==> src/rtl/rv_pkg.sv <==
// Shared widths and helpers for the ready/valid pipeline blocks.
// Both the pipeline register and the serializer use these defaults and checks.
package rv_pkg;

  localparam int DATA_W_DEF = 32;
  localparam int BEAT_W_DEF = 8;

  // Number of narrow beats in a wide word. Returns 0 for a zero beat width.
  function automatic int ratio_of(input int in_w, input int out_w);
    return (out_w > 0) ? (in_w / out_w) : 0;
  endfunction

  // True when a wide word splits into a whole number of beats, at least two.
  function automatic bit widths_ok(input int in_w, input int out_w);
    return (out_w > 0) && (in_w % out_w == 0) && (ratio_of(in_w, out_w) >= 2);
  endfunction

endpackage

==> src/rtl/rv_serializer.sv <==
// Splits each accepted IN_W-bit word into RATIO narrow beats, LSB slice first,
// and reloads on the last beat so back-to-back words stream with no bubble.
module rv_serializer
  import rv_pkg::*;
#(
  parameter  int IN_W  = DATA_W_DEF,
  parameter  int OUT_W = BEAT_W_DEF,
  localparam int RATIO = ratio_of(IN_W, OUT_W),
  localparam int CNT_W = $clog2(RATIO)
) (
  input  logic             clk,
  input  logic             rst_n,
  input  logic             in_valid,
  output logic             in_ready,
  input  logic [IN_W-1:0]  in_data,
  output logic             out_valid,
  input  logic             out_ready,
  output logic [OUT_W-1:0] out_data,
  output logic             out_last,
  output logic [CNT_W-1:0] out_idx
);

  if (!widths_ok(IN_W, OUT_W)) begin : g_bad_widths
    $error("rv_serializer: IN_W must be a multiple of OUT_W with at least two beats");
  end

  localparam logic [CNT_W-1:0] LAST_IDX = CNT_W'(RATIO - 1);

  logic             busy;
  logic [CNT_W-1:0] cnt;
  logic [IN_W-1:0]  sh;

  logic at_last;
  logic beat_fire;
  logic in_fire;

  assign at_last   = (cnt == LAST_IDX);
  assign beat_fire = busy && out_ready;
  // Depends only on state and out_ready, never on in_valid, so no loop with upstream.
  assign in_ready  = !busy || (out_ready && at_last);
  assign in_fire   = in_valid && in_ready;

  assign out_valid = busy;
  assign out_data  = sh[OUT_W-1:0];
  assign out_idx   = cnt;
  assign out_last  = busy && at_last;

  // NOTE: state registers use non-blocking assignments so every update in this
  // block sees the pre-edge values, just like the flops they describe.
  always_ff @(posedge clk or negedge rst_n) begin
    if (!rst_n) begin
      busy <= 1'b0;
      cnt  <= '0;
      sh   <= '0;
    end else if (in_fire) begin
      // Covers both the idle load and the reload on the last beat.
      busy <= 1'b1;
      cnt  <= '0;
      sh   <= in_data;
    end else if (beat_fire && at_last) begin
      busy <= 1'b0;
      cnt  <= '0;
    end else if (beat_fire) begin
      cnt  <= cnt + CNT_W'(1);
      sh   <= sh >> OUT_W;
    end
  end

  a_stall_stable : assert property (
    @(posedge clk) disable iff (!rst_n)
    out_valid && !out_ready |=> $stable({out_valid, out_data, out_idx, out_last})
  ) else $error("rv_serializer: beat changed while stalled");

  a_cnt_range : assert property (
    @(posedge clk) disable iff (!rst_n)
    cnt <= LAST_IDX
  ) else $error("rv_serializer: beat counter out of range");

endmodule

==> config.mk <==
export PLATFORM = sky130hd
export DESIGN_NAME = rv_serializer
export DESIGN_NICKNAME = d
export VERILOG_FILES = /design/src/rtl/rv_pkg.sv /design/src/rtl/rv_serializer.sv
export SDC_FILE = /design/constraint.sdc
export NUM_CORES = 1
export LEC_CHECK = 0
export BUFFER_PORTS_ARGS = -buffer_cell sky130_fd_sc_hd__buf_4
export CORE_MARGIN = 5
export CORE_UTILIZATION = 46
export DETAILED_ROUTE_END_ITERATION = 10
export GPL_TIMING_DRIVEN = 1
export PLACE_DENSITY_LB_ADDON = 0.25
export SETUP_SLACK_MARGIN = 0.15
export SKIP_LAST_GASP = 1
export SYNTH_ARGS = -nofsm -noshare
export SYNTH_HDL_FRONTEND = slang
export SYNTH_SLANG_ARGS = --single-unit
export TNS_END_PERCENT = 20
==> constraint.sdc <==
create_clock -name clk -period 4.2 [get_ports clk]
set_input_delay 0.84 -clock clk [delete_from_list [all_inputs] [get_ports clk]]
set_output_delay 0.84 -clock clk [all_outputs]
set_load 0.02 [all_outputs]
==> reports/qor.yml <==
sta:
  fin_crit_ps: 2730
  skew_ps: 4.41
  rsz0062_at_grt: "no"
  finalCritPeriodShare_pct: 64.9
  setup_viol: 0
  hold_violations: 0
  worst_pin_slew_ps: 829
  slew_headroom_pct: 44.6
  tns_ps: 0
  drv_slew: 0
  max_freq_ghz: 0.367
  whs_ps: 501
layout:
  area_growth_syn_to_layout_pct: 19.9
  antenna_cells: 0
  drive_gt1_share_pct: 24.6
  nNetsFinal: 278
  final_area_mm2: 0.00225
  fill_cells: 391
job:
  drv_cap: 0
power_and_ir_drop:
  switching_power_mw: 0.497
  sw_frac_of_total_pct: 37.6
  p_comb_share_pct: 40.8
  ir_drop_v: 0.000244
  p_int_mw: 0.825
  p_clk_share_pct: 16.4
  p_per_area_mw_per_mm2: 588
  leakage_nw: 1.08
  p_seq_share_pct: 42.8
die:
  die-area_mm2: 0.00545
  rows: 23
  die_w_um: 73.9
  io_pins: 49
  start_util_pct: 47.2
  fp.dieH_um: 73.9
  core_mm2: 0.00397
worst_setup_path:
  criticalPathCategory: "register to output pin"
  required_ps: 3360
  start_kind: "register"
  crit_fanout: 29
  crit_path_end_kind: "output pin"
  critical_path_arrival_ps: 1890
global_routing:
  antenna_found_initial: 0
  overflow: 0
  grt_pass1_wl_mm: 7.15
  first_global_vias: 1480
  grt_max_degree: 36
  grt_usage_pct: 17.4
synth:
  ys_seq_elements: 35
  synth_cells: 207
  yosysMostFrequentCell: "dfrtp_1"
  yosysWarnings: 0
  synth_edf_count: 0
  synthSimpleGateAreaFrac_pct: 17.5
  synthFlopType: "dfrtp_1"
  synth_compound_area_share_pct: 21.8
  ys_seq_area_share_pct: 46.7
  synth.distinct_cells: 22
  synth_xor_area_share_pct: 0
  synth_top_family_by_area: "compound AO/OA/AOI/OAI gates"
  ys_top_cells_by_area: "dfrtp_1 47%, a211oi_1 9.6%, nand2b_1 8.3%"
  synthArstFlopShare_pct: 100
  synth_top_area_share_pct: 46.7
  synth_mux_area_share_pct: 0.534
  synth-adder-area-share_pct: 0.667
  syn_area_mm2: 0.00188
  synth_area_per_cell_um2: 9.06
  ys_top_cells_by_count: "35 x dfrtp_1, 25 x inv_1, 25 x nand2b_1"
  syn-num-nets: 244
  synth_top_area_cell: "dfrtp_1"
placed_design:
  hpwl_mm: 2.70
  post_dp_cell_area_mm2: 0.00218
  port_buffers: 48
  gp_congestion: 0.759
routing:
  routedWlPerCell_um: 14.1
  vias: 1514
  ant_nets: 0
  wl_mm: 4.10
  drt_iter0_drc: 128
  drc_errors: 0
  dr.pass1.iters: 4
  routed_via_density: 5.22
cts:
  htreeDepth: 2
  cts_max_path_buffers: 2
  clk-insertion-delay-late_ps: 280
  cts_resized: 0
  cts_tree: "done"
  postCtsSetupBuffers: 0
  root_buffer: "clkbuf_8"
  holdBufCountCts: 0
  clock-sinks: 35
  path_clk_slew_ps: 60
  cts_made_buffers: 5
outcome:
  outcome: "completed"
min_path:
  hp-class: "input pin to asynchronous set/reset pin"
-- sequential cells by signal, indices dropped and copies added, names as in the netlist --
signal / cells
out_idx: 2
out_valid: 1
sh: 32
-- area by class of cell --
type	instances	area, um^2	area share, %
clock buffer	6	72.6	3.23
sequential	35	876	39.0
tap	50	62.6	2.78
timing repair buffer	51	383	17.0
multi-input combinational	123	761	33.8
inverter	25	93.8	4.17
-- logic make-up after synthesis --
kind of cell | after synthesis
AOI/OAI and AO/OA | 61
adders and majority gates | 1
buffers and inverters | 49
DFF | 35
muxes | 1
and+or+nand+nor | 60
-- power by group through the flow --
stage	logic [mW]	registers [mW]	clock network, mW
floorplan	0.423	0.558	0
global placement	0.535	0.566	0
detailed placement	0.542	0.570	0
CTS	0.545	0.565	0.224
global route	0.611	0.584	0.235
finish	0.539	0.566	0.217
-- layout by cell type, fill, tap and decap left out, drive strengths merged, types with 2 or more instances in the layout --
cell / count
o21ai: 3
inv: 25
nand2: 6
a21oi: 24
a211oi: 24
dfrtp: 35
a22o: 8
nor3: 24
buf: 51
nor2: 2
nand2b: 25
clkbuf: 6
-- metal layers --
layer  share of wire (%)  up-vias  global-route usage, %
li1                    -      771                      -
met1                  45      694                   23.2
met2                  45       44                   26.4
met3                 8.3        5                   6.16
met4                 1.4        0                   5.43
met5                   0        -                      0
-- worst max-delay path, cell delays in order, from the launching register on --
cell and delay, ps:
dfrtp_1 430, ha_1 220, buf_4 230, nand2_2 400
nand2_1 130, buf_4 200
-- final timing paths --
| path | slack (ps) | from | end | cells past startpoint |
|---|---|---|---|---|
| max in group asynchronous | 3380 | rst_n | sh[0]$_DFFE_PN0P_ | 1 |
| hold reg to reg | 510 | sh[29]$_DFFE_PN0P_ | sh[29]$_DFFE_PN0P_ | 1 |
| min in group clk | 510 | sh[29]$_DFFE_PN0P_ | sh[29]$_DFFE_PN0P_ | 1 |
| hold / removal | 500 | rst_n | sh[7]$_DFFE_PN0P_ | 1 |
| setup reg to reg | 2220 | out_valid$_DFFE_PN0P_ | sh[21]$_DFFE_PN0P_ | 3 |
| setup / recovery | 1470 | out_idx[0]$_DFFE_PN0P_ | in_ready | 5 |
-- through the flow --
step                worst slack, ps  utilization [%]  std cells  total power [mW]
floorplan                      1990                -        207             0.981
global placement               1690             54.8        284              1.10
detailed placement             1690             54.8        284              1.11
CTS                            1460             56.6        290              1.33
global route                   1280             56.6        290              1.43
finish                         1470             56.6        290              1.32
Power figures use the tool's default switching activity.
